[src/rtl/gene_prune_pkg.sv]
// -----------------------------------------------------------------------------
// gene_prune_pkg
//   Shared types and constants for the gene pruning front end.
//   - state_t    : sequencer states (IDLE / LOOKUP / SEND)
//   - gene_t     : one gene record as latched from a requester
//   - DROP_CNT_W : width of the dropped-connection counter
//   - sat_inc    : saturating increment used by the drop counter
//   The optional statistics counter is controlled by GENE_PRUNE_STATS_EN
//   (see gene_prune_ctrl).
// -----------------------------------------------------------------------------
package gene_prune_pkg;

    // Node ID width carried in gene_t; the top-level DATA_WIDTH must match.
    localparam int GENE_ID_W  = 8;
    localparam int DROP_CNT_W = 16;

    typedef enum logic [1:0] {
        IDLE   = 2'd0,
        LOOKUP = 2'd1,
        SEND   = 2'd2
    } state_t;

    typedef struct packed {
        logic                 conn;  // 1 = connection gene, 0 = node gene
        logic                 del;   // node gene marked for deletion
        logic [GENE_ID_W-1:0] id1;   // node ID / connection source
        logic [GENE_ID_W-1:0] id2;   // connection destination
    } gene_t;

    function automatic logic [DROP_CNT_W-1:0] sat_inc(input logic [DROP_CNT_W-1:0] v);
        return (&v) ? v : v + 1'b1;
    endfunction

endpackage

[src/rtl/node_del_table.sv]
// -----------------------------------------------------------------------------
// node_del_table
//   MAX_DEL-entry, valid-tagged CAM of deleted node IDs. Entries are filled
//   in order (entry[count]); duplicates are stored again. Two independent
//   match ports let a connection gene check source and destination at once.
//
// Ports
//   clk, rst            clock, asynchronous active-low reset
//   wr_en, wr_id        append wr_id when set (ignored when full)
//   flush               clear all valid bits, count and full (beats wr_en)
//   lookup_a/lookup_b   IDs to match against valid entries
//   match_a/match_b     combinational match results (pre-update contents)
//   count               number of valid entries
//   full                registered, count == MAX_DEL
// -----------------------------------------------------------------------------
module node_del_table #(
    parameter  int DATA_WIDTH = 8,
    parameter  int MAX_DEL    = 8,
    localparam int CNT_W      = $clog2(MAX_DEL + 1)
) (
    input  logic                  clk,
    input  logic                  rst,
    input  logic                  wr_en,
    input  logic [DATA_WIDTH-1:0] wr_id,
    input  logic                  flush,
    input  logic [DATA_WIDTH-1:0] lookup_a,
    input  logic [DATA_WIDTH-1:0] lookup_b,
    output logic                  match_a,
    output logic                  match_b,
    output logic [CNT_W-1:0]      count,
    output logic                  full
);

    logic [DATA_WIDTH-1:0] ids [MAX_DEL];
    logic [MAX_DEL-1:0]    valid;
    logic                  wr_ok;

    assign wr_ok = wr_en && !full && !flush;

    // NOTE: sequential state is always written with non-blocking assignments
    // so every register samples the pre-edge value of every other register.
    always_ff @(posedge clk or negedge rst) begin
        if (!rst) begin
            valid <= '0;
            count <= '0;
            full  <= 1'b0;
        end else if (flush) begin
            valid <= '0;
            count <= '0;
            full  <= 1'b0;
        end else if (wr_ok) begin
            for (int i = 0; i < MAX_DEL; i++) begin
                if (count == CNT_W'(i)) begin
                    valid[i] <= 1'b1;
                end
            end
            count <= count + 1'b1;
            full  <= (count == CNT_W'(MAX_DEL - 1));
        end
    end

    // NOTE: the ID storage has no reset; an entry is only ever observed
    // through its valid bit, which is reset, so the data needs no clearing.
    always_ff @(posedge clk) begin
        if (wr_ok) begin
            for (int i = 0; i < MAX_DEL; i++) begin
                if (count == CNT_W'(i)) begin
                    ids[i] <= wr_id;
                end
            end
        end
    end

    // NOTE: every variable driven here gets a default before the loop;
    // otherwise a path that skips the assignment would infer a latch.
    always_comb begin
        match_a = 1'b0;
        match_b = 1'b0;
        for (int i = 0; i < MAX_DEL; i++) begin
            if (valid[i] && (ids[i] == lookup_a)) match_a = 1'b1;
            if (valid[i] && (ids[i] == lookup_b)) match_b = 1'b1;
        end
    end

endmodule

[src/rtl/gene_prune_ctrl.sv]
// -----------------------------------------------------------------------------
// gene_prune_ctrl
//   Round-robin arbiter + sequencer in front of the deleted-node table.
//   Node genes marked for deletion are recorded in the table; connection
//   genes touching a deleted node are dropped; everything else is forwarded
//   on a valid/ready output.
//
// Ports
//   clk, rst                      clock, asynchronous active-low reset
//   req_valid/req_ready           per-requester handshake (ready one-hot/0)
//   req_conn/req_del              gene kind / delete mark per requester
//   req_id1/req_id2               packed IDs, requester i at [i*DW +: DW]
//   flush                         clear table, count, full and overflow
//   out_valid/out_ready           forwarded-gene handshake
//   out_conn/out_id1/out_id2      forwarded gene fields (registered)
//   out_src                       requester index of forwarded gene
//   full                          table holds MAX_DEL entries
//   overflow                      sticky: delete arrived while full
//   drop_cnt                      dropped connection genes, saturating
//
// Configuration
//   GENE_PRUNE_STATS_EN defined   : drop_cnt counter implemented
//   GENE_PRUNE_STATS_EN undefined : drop_cnt tied to zero
// -----------------------------------------------------------------------------
module gene_prune_ctrl
    import gene_prune_pkg::*;
#(
    parameter  int DATA_WIDTH = 8,
    parameter  int MAX_DEL    = 8,
    parameter  int NUM_REQ    = 2,
    localparam int SRC_W      = $clog2(NUM_REQ)
) (
    input  logic                          clk,
    input  logic                          rst,
    input  logic [NUM_REQ-1:0]            req_valid,
    output logic [NUM_REQ-1:0]            req_ready,
    input  logic [NUM_REQ-1:0]            req_conn,
    input  logic [NUM_REQ-1:0]            req_del,
    input  logic [NUM_REQ*DATA_WIDTH-1:0] req_id1,
    input  logic [NUM_REQ*DATA_WIDTH-1:0] req_id2,
    input  logic                          flush,
    output logic                          out_valid,
    input  logic                          out_ready,
    output logic                          out_conn,
    output logic [DATA_WIDTH-1:0]         out_id1,
    output logic [DATA_WIDTH-1:0]         out_id2,
    output logic [SRC_W-1:0]              out_src,
    output logic                          full,
    output logic                          overflow,
    output logic [DROP_CNT_W-1:0]         drop_cnt
);

    localparam int CNT_W = $clog2(MAX_DEL + 1);

    state_t             state, state_nxt;
    logic [SRC_W-1:0]   rr_ptr;
    logic [SRC_W-1:0]   winner;
    logic [SRC_W-1:0]   src_q;
    logic               found;
    logic               accept;
    int                 arb_idx;
    gene_t              gene_q;

    logic               match_a, match_b;
    logic [CNT_W-1:0]   del_count;
    logic               table_full_now;
    logic               is_del;
    logic               hit;
    logic               tbl_wr;
    logic               ovf_set;

    // ------------------------------------------------------------------
    // Round-robin arbiter: scan offsets from rr_ptr with wrap. The loop
    // runs from the farthest offset down so the closest valid requester
    // is the last (and winning) assignment.
    // ------------------------------------------------------------------
    always_comb begin
        found   = 1'b0;
        winner  = '0;
        arb_idx = 0;
        for (int k = NUM_REQ - 1; k >= 0; k--) begin
            arb_idx = int'(rr_ptr) + k;
            if (arb_idx >= NUM_REQ) arb_idx = arb_idx - NUM_REQ;
            if (req_valid[arb_idx]) begin
                found  = 1'b1;
                winner = SRC_W'(arb_idx);
            end
        end
    end

    // Ready is raised only for the winner, so a grant is always a transfer.
    assign accept = (state == IDLE) && found;

    always_comb begin
        req_ready = '0;
        if (accept) req_ready[winner] = 1'b1;
    end

    // ------------------------------------------------------------------
    // Deleted-node table
    // ------------------------------------------------------------------
    node_del_table #(
        .DATA_WIDTH (DATA_WIDTH),
        .MAX_DEL    (MAX_DEL)
    ) u_table (
        .clk      (clk),
        .rst      (rst),
        .wr_en    (tbl_wr),
        .wr_id    (gene_q.id1),
        .flush    (flush),
        .lookup_a (gene_q.id1),
        .lookup_b (gene_q.id2),
        .match_a  (match_a),
        .match_b  (match_b),
        .count    (del_count),
        .full     (full)
    );

    // ------------------------------------------------------------------
    // LOOKUP decode. Matching sees the table as it was before this edge,
    // so a flush in the same cycle still lets the current gene match.
    // ------------------------------------------------------------------
    assign table_full_now = (del_count == CNT_W'(MAX_DEL));
    assign is_del         = (state == LOOKUP) && !gene_q.conn && gene_q.del;
    assign hit            = gene_q.conn && (match_a || match_b);
    assign tbl_wr         = is_del && !table_full_now;
    assign ovf_set        = is_del && table_full_now;

    always_comb begin
        state_nxt = state;
        case (state)
            IDLE:    if (accept) state_nxt = LOOKUP;
            LOOKUP:  begin
                if (gene_q.conn) state_nxt = hit ? IDLE : SEND;
                else             state_nxt = gene_q.del ? IDLE : SEND;
            end
            SEND:    if (out_ready) state_nxt = IDLE;
            default: state_nxt = IDLE;
        endcase
    end

    always_ff @(posedge clk or negedge rst) begin
        if (!rst) begin
            state  <= IDLE;
            rr_ptr <= '0;
            gene_q <= '0;
            src_q  <= '0;
        end else begin
            state <= state_nxt;
            if (accept) begin
                gene_q.conn <= req_conn[winner];
                gene_q.del  <= req_del[winner];
                gene_q.id1  <= req_id1[winner*DATA_WIDTH +: DATA_WIDTH];
                gene_q.id2  <= req_id2[winner*DATA_WIDTH +: DATA_WIDTH];
                src_q       <= winner;
                rr_ptr      <= (winner == SRC_W'(NUM_REQ - 1)) ? '0 : winner + 1'b1;
            end
        end
    end

    // Sticky overflow; flush clears it even if a new overflow lands that cycle.
    always_ff @(posedge clk or negedge rst) begin
        if (!rst) begin
            overflow <= 1'b0;
        end else if (flush) begin
            overflow <= 1'b0;
        end else if (ovf_set) begin
            overflow <= 1'b1;
        end
    end

`ifdef GENE_PRUNE_STATS_EN
    // flush deliberately leaves this counter alone.
    always_ff @(posedge clk or negedge rst) begin
        if (!rst) begin
            drop_cnt <= '0;
        end else if ((state == LOOKUP) && hit) begin
            drop_cnt <= sat_inc(drop_cnt);
        end
    end
`else
    assign drop_cnt = '0;
`endif

    // The output fields are the latched gene itself; they only change on a
    // new accept, which cannot happen while SEND is stalled.
    assign out_valid = (state == SEND);
    assign out_conn  = gene_q.conn;
    assign out_id1   = gene_q.id1;
    assign out_id2   = gene_q.id2;
    assign out_src   = src_q;

endmodule

[config.mk]
export PLATFORM = sky130hd
export DESIGN_NAME = gene_prune_ctrl
export DESIGN_NICKNAME = d
export VERILOG_FILES = /design/src/rtl/gene_prune_pkg.sv /design/src/rtl/node_del_table.sv /design/src/rtl/gene_prune_ctrl.sv
export SDC_FILE = /design/constraint.sdc
export NUM_CORES = 1
export LEC_CHECK = 0
export CAP_MARGIN = 10
export CORE_UTILIZATION = 49
export DETAILED_ROUTE_END_ITERATION = 10
export GPL_TIMING_DRIVEN = 0
export PLACE_DENSITY = 0.78
export SLEW_MARGIN = 30
export SYNTH_ARGS = -nofsm -noshare
export SYNTH_HDL_FRONTEND = slang
export SYNTH_SLANG_ARGS = --single-unit
export TNS_END_PERCENT = 10
[constraint.sdc]
create_clock -name clk -period 1.8 [get_ports clk]
set_input_delay 0.36 -clock clk [delete_from_list [all_inputs] [get_ports clk]]
set_output_delay 0.36 -clock clk [all_outputs]
set_load 0.1 [all_outputs]
== After elaboration in Yosys (flattened, before gate mapping) ==
Memory sizes are Yosys's and may differ from the RTL's.
Index checks and enable logic that the tools add are counted.
Cells by class
  add/subtract/negate cells: 5
  div/mod/pow operators: 0
  shift-type cells: 2
  reductions and logical operators: 58
  eq/ne operators: 28
  bitwise logic cells: 0
  multiply operators: 0
  order comparisons: 6
  mux-type cells: 103
Operator list (count)
  $eq A8 B8 Y1: 16
  $mux W1: 75
  $mux W8: 9
  $lt A32 B3 Y1 const B: 2
  $mux W32: 2
  $reduce_or A8 Y1: 7
  $shiftx A16 B5 Y8: 2
  $logic_and A1 B1 Y1: 25
  $mux W3: 7
  $reduce_bool A2 Y1: 10
  $reduce_and A2 Y1: 9
  $eq A4 B3 Y1 const B: 4
  $mux W2: 6
  $eq A4 B2 Y1 const B: 2
  $mux W4: 2
  $pmux W2 S3: 1
  $add A4 B1 Y4 const B: 1
  $eq A4 B1 Y1 const B: 1
  $eq A4 B4 Y1 const B: 1
  $logic_not A1 Y1: 4
  $logic_not A4 Y1: 1
  $sub A1 B2 Y3 const B: 1
  $sub A2 B2 Y3 const B: 1
  $add A1 B1 Y2 const B: 1
  12 further kinds: 12
Storage, ports and cells
  register bits: 36
  memory bits (read-only): 0
  memory bits (writable): 64
  latch bits: 0
  input bits: 42
  memories kept: 1
Memory list
  u_table.ids: words 8, width 8, read ports 8, clocked after Yosys merged registers in 0, write ports 1, RTL line node_del_table.sv:34  | logic [DATA_WIDTH-1:0] ids [MAX_DEL];

== Longest topological paths before layout ==
  depth in word-level cells: 16
  depth in mapped cells: 8

== Cells and area by module ==
From an unflattened synthesis, not the netlist that was laid out.
Second synthesis, totals
  cells, all modules: 491
  area total of the unflattened synthesis: 5683.0 sq um
By module, submodules not included
  node_del_table: area each 4139.0 sq um, cells each 330, instances 1
  gene_prune_ctrl: area each 1544.0 sq um, cells each 161, instances 1

== Worst setup path after synthesis ==
No wires, ideal clock.
  path type: flip-flop to flip-flop
  start point: register gene_q (netlist bit out_conn)
  end point: memory u_table.ids[4][0], in the netlist u_table.ids[1][0] (enable)
  slack: -567 ps
  library setup time: 336 ps
  path buffers: 0
  data required time: 1464 ps
  period minus slack after synthesis: 2367 ps
  cell stages (with the launch flop): 6
  arrival: 2031 ps
  cell sequence: dfrtp_1 nor3b_2 nand2_1 nor3_2 and3_1 and2_1
Between the ends
  cells in the longest elaborated chain, start to end: 16
  elaborated cells between the ends (all ways): 43
  classes of those cells: 30 x mux; 13 x reduce/logical
Ends and longest elaborated chain
  start, declared: RTL line gene_prune_ctrl.sv:62  | gene_t gene_q;
  $logic_not A1 Y1 (*): RTL line gene_prune_ctrl.sv:124  | assign is_del = (state == LOOKUP) && !gene_q.conn && gene_q.del;
  $logic_and A1 B1 Y1 (*) (2 in a row): RTL line gene_prune_ctrl.sv:124
  $logic_and A1 B1 Y1 (*): RTL line gene_prune_ctrl.sv:126  | assign tbl_wr = is_del && !table_full_now;
  $logic_and A1 B1 Y1 (*) (2 in a row): RTL line node_del_table.sv:38  | assign wr_ok = wr_en && !full && !flush;
  $mux W1: RTL line node_del_table.sv:65  | if (wr_ok) begin
  $mux W1 (not written as such): RTL line node_del_table.sv:68  | ids[i] <= wr_id;
  $reduce_or A8 Y1 (no source line)
  $mux W3 (no source line) / $mux W1 (equally long branches) (7 in a row)
  end, declared: RTL line node_del_table.sv:34
Every way passes the cells marked *; elsewhere a longest branch is shown, timed or not.

== Worst setup path after layout ==
  start point: register gene_q (netlist bit out_id2[2])
  end point: register state[1]
Between the ends
  cells in the longest elaborated chain, start to end: 15
  elaborated cells between the ends (all ways): 29
  classes of those cells: 8 x eq/ne; 11 x mux; 10 x reduce/logical
Ends and longest elaborated chain
  $eq A8 B8 Y1: RTL line node_del_table.sv:81  | if (valid[i] && (ids[i] == lookup_b)) match_b = 1'b1;
  $logic_and A1 B1 Y1: RTL line node_del_table.sv:81
  $mux W1 (7 in a row): RTL line node_del_table.sv:81
  $mux W1 (*): RTL line node_del_table.sv:81
  $logic_or A1 B1 Y1 (*): RTL line gene_prune_ctrl.sv:125  | assign hit = gene_q.conn && (match_a || match_b);
  $logic_and A1 B1 Y1 (*): RTL line gene_prune_ctrl.sv:125
  $mux W2 (*) (2 in a row): RTL line gene_prune_ctrl.sv:134  | if (gene_q.conn) state_nxt = hit ? IDLE : SEND;
  $pmux W2 S3 (*): RTL line gene_prune_ctrl.sv:131  | case (state)
  end signal, assigned: RTL line gene_prune_ctrl.sv:149  | state <= state_nxt;
  end, declared: RTL line gene_prune_ctrl.sv:55  | state_t state, state_nxt;
Marked as above.
A chain may end at the register's enable or synchronous reset.

==> flow_metrics.env <==
export IMPL_outcome="finished with violations"
export IMPL_violations="setup timing"
export IMPL_hp_start="flush"
export IMPL_wl_per_cell_um=20.3
export IMPL_antenna_found_initial=0
export IMPL_vdd_drop_max_uv=1560
export IMPL_clkTransAtPathRegs_ns=0.10
export IMPL_pre_cts_ws_ns=-1.21
export IMPL_setup_viol=27
export IMPL_cts_max_level=3
export IMPL_slew_headroom=0.633
export IMPL_grt_pass1_wl_mm=21.0
export IMPL_synth_fa_ha_area_frac=0.00944
export IMPL_r2r_start="out_id2[2]$_DFFE_PN0P_"
export IMPL_nets=591
export IMPL_antenna_cells=0
export IMPL_numClockSinks=100
export IMPL_clk_path_buf_depth=2
export IMPL_fin_cells=686
export IMPL_worstSetupPathType="reg2reg"
export IMPL_reg2reg_setup_slack_ns=-0.29
export IMPL_synth_largest_area_cell="edfxtp_1"
export IMPL_required_ns=2.04
export IMPL_fill_cells=778
export IMPL_rsz0062_at_grt="yes"
export IMPL_worstSetupEndpointType="register"
export IMPL_reg2reg_to="state[1]$_DFFE_PN0P_"
export IMPL_die_area_um2=11200
export IMPL_internal_power_mw=6.13
export IMPL_setup_ws_ns=-0.288
export IMPL_synth_top_family_by_area="XOR/XNOR gates"
export IMPL_synthTopCellsByArea="edfxtp_1, dfrtp_1, xor2_1"
export IMPL_numCtsBuffers=9
export IMPL_synth_seq_cells=100
export IMPL_coreArea_um2=10400
export IMPL_via_per_inst=5.52
export IMPL_grt_max_degree=25
export IMPL_ys_warn_count=0
export IMPL_grt_pass1_vias=3871
export IMPL_critical_path_max_fanout=7
export IMPL_clock_latency_ns=0.36
export IMPL_ant_nets=0
export IMPL_worstHoldPathType="in2reg"
export IMPL_die_h_um=106
export IMPL_synth_xor_area_frac=0.218
export IMPL_holdPathEnd="u_table.count[1]$_DFFE_PN0P_"
export IMPL_power_frac_comb=0.567
export IMPL_finalSetupTns_ns=-1.03
export IMPL_arrival_ns=2.33
export IMPL_synthSimpleGateAreaFrac=0.0859
export IMPL_hold_viol=0
export IMPL_place_gp_congestion=0.859
export IMPL_reg2reg_depth=7
export IMPL_final_cell_mix="xor2_1, buf_4, edfxtp_1"
export IMPL_dpl_cell_area_um2=6200
export IMPL_overflow=0
export IMPL_syn_avg_cell_area_um2=12.2
export IMPL_design_area_um2=6760
export IMPL_whs_ns=0.369
export IMPL_hold_depth=2
export IMPL_vias=3790
export IMPL_tritoncts="built"
export IMPL_wl_mm=14.0
export IMPL_fin_crit_sh=1.16
export IMPL_die_w_um=106
export IMPL_start_util=0.509
export IMPL_io_pins=81
export IMPL_synth_seq_area_share=0.532
export IMPL_netSwitchingPower_mw=5.43
export IMPL_p_leak_nw=2.85
export IMPL_p_per_area_nw_per_um2=1710
export IMPL_placed_cells=648
export IMPL_drive_gt1_frac=0.284
export IMPL_first_pass_iters=6
export IMPL_drv_cap=0
export IMPL_synth_top_area_share=0.362
export IMPL_synth_cell_types=37
export IMPL_tightest_slew_ns=0.553
export IMPL_synth_area_um2=5300
export IMPL_clkPwrFrac=0.145
export IMPL_final_max_slew_viol_count=0
export IMPL_rows=37
export IMPL_muxShareOfSynthArea=0.00189
export IMPL_async_flop_share=0.360
export IMPL_final_common_cell="xor2_1"
export IMPL_syn_to_final_growth_pct=27.4
export IMPL_grt_use_total=0.255
export IMPL_drtIter0Drc=438
export IMPL_drc=0
export IMPL_dpl_hpwl_mm=8.90
export IMPL_clock_fmax_mhz=479
export IMPL_finClkSkew_ns=0.0126
export IMPL_portBuffers=63
export IMPL_fin_crit_ns=2.09
export IMPL_p_seq_frac=0.288
export IMPL_syn_inst=433
export IMPL_root_buffer="clkbuf_8"
export IMPL_worst_setup_path_start_kind="register"
export IMPL_synth_ff_type="edfxtp_1"
export IMPL_netSwitchingFraction=0.470
export IMPL_synth_edf_count=64
export IMPL_synth_compound_area_share=0.0609
cell usage after synthesis (2+ instances only):
library cell and number:
buf_2 8, nor3_1 13, and3_1 2, nor2_1 8, a222oi_1 18, dfrtp_1 36, o41ai_1 2, inv_1 26
nand4_1 16, clkbuf_1 6, nand3_1 6, nand2_1 4, ha_1 4, o21ai_0 4, and2_1 7, xnor2_1 32
edfxtp_1 64, nor4_1 14, a21o_1 9, buf_6 5, buf_4 35, xor2_1 98, nor2b_1 2
stage by stage:
stage | power (mW) | utilization
after global placement | 9.20 | 0.594
final | 11.6 | 0.649
after global routing | 12.0 | 0.649
after floorplan | 7.76 | -
after detailed placement | 9.31 | 0.596
after CTS | 11.2 | 0.633
area by class of cell:
class                      count  area (µm²)  share of cell area
clock buffer                  13         201              0.0298
inverter                      26         103              0.0152
sequential                   100        2840               0.420
buffer                        54         433              0.0641
multi-input combinational    268        2170               0.321
timing repair buffer          86         791               0.117
tap                          136         170              0.0252
clock inverter                 3        47.5             0.00704
routing by layer:
| layer | GRT usage | vias up | routed length (µm) |
|---|---|---|---|
| li1 | - | 1695 | - |
| met1 | 0.315 | 1872 | 5520 |
| met2 | 0.430 | 191 | 7010 |
| met3 | 0.0417 | 32 | 922 |
| met4 | 0.138 | 0 | 502 |
| met5 | 0 | - | 0 |
flip-flops by register name (all words and copies together), names as in the netlist:
name,flops
out_id2,8
rr_ptr,1
out_id1,8
overflow,1
out_conn,1
out_src,1
u_table.valid,8
u_table.count,4
state,2
u_table.full,1
u_table.ids,64
gene_q,1
repair_timing:
item                                    4_1_cts  5_1_grt
endpoints found under the hold margin        12        0
endpoints found under the setup margin       95       88
setup buffers                                 9       12
hold buffers                                  1        0
gates resized for setup                     136       25
pin swaps                                     4        8
cloned                                        0        1
critical path, cell delays in order, from the launching register on:
cell     delay, ns
dfrtp_1       0.43
buf_12        0.17
xor2_2        0.14
nor4_2        0.28
nand3_1       0.15
o41ai_2       0.34
nor4_2        0.15
a221o_1       0.31
power groups by stage:
stage,logic (mW),clock network [mW],registers [mW]
6_report,6.55,1.67,3.33
5_1_grt,6.86,1.78,3.36
4_1_cts,6.19,1.68,3.34
3_5_place_dp,5.80,0,3.52
3_3_place_gp,5.71,0,3.49
2_1_floorplan,4.34,0,3.41
worst max-delay path by stage:
| stage | startpoint | to | slack (ns) |
|---|---|---|---|
| 2_1_floorplan | state[1]$_DFFE_PN0P_ | req_ready[1] | -0.26 |
| 3_3_place_gp | req_valid[1] | req_ready[0] | -1.17 |
| 3_5_place_dp | req_valid[1] | req_ready[0] | -1.21 |
| 4_1_cts | state[1]$_DFFE_PN0P_ | req_ready[0] | -0.23 |
| 5_1_grt | out_id2[2]$_DFFE_PN0P_ | state[1]$_DFFE_PN0P_ | -0.30 |
| 6_report | out_id2[2]$_DFFE_PN0P_ | state[1]$_DFFE_PN0P_ | -0.29 |
cells by family after synthesis:
family | after synthesis
AOI/OAI and AO/OA | 37
xor gates and xnor gates | 131
adders and majority gates | 4
buffers and inverters | 81
DFF | 100
muxes | 1
other | 1
and+or+nand+nor | 78
No activity file was read; power rests on OpenSTA's default activity.
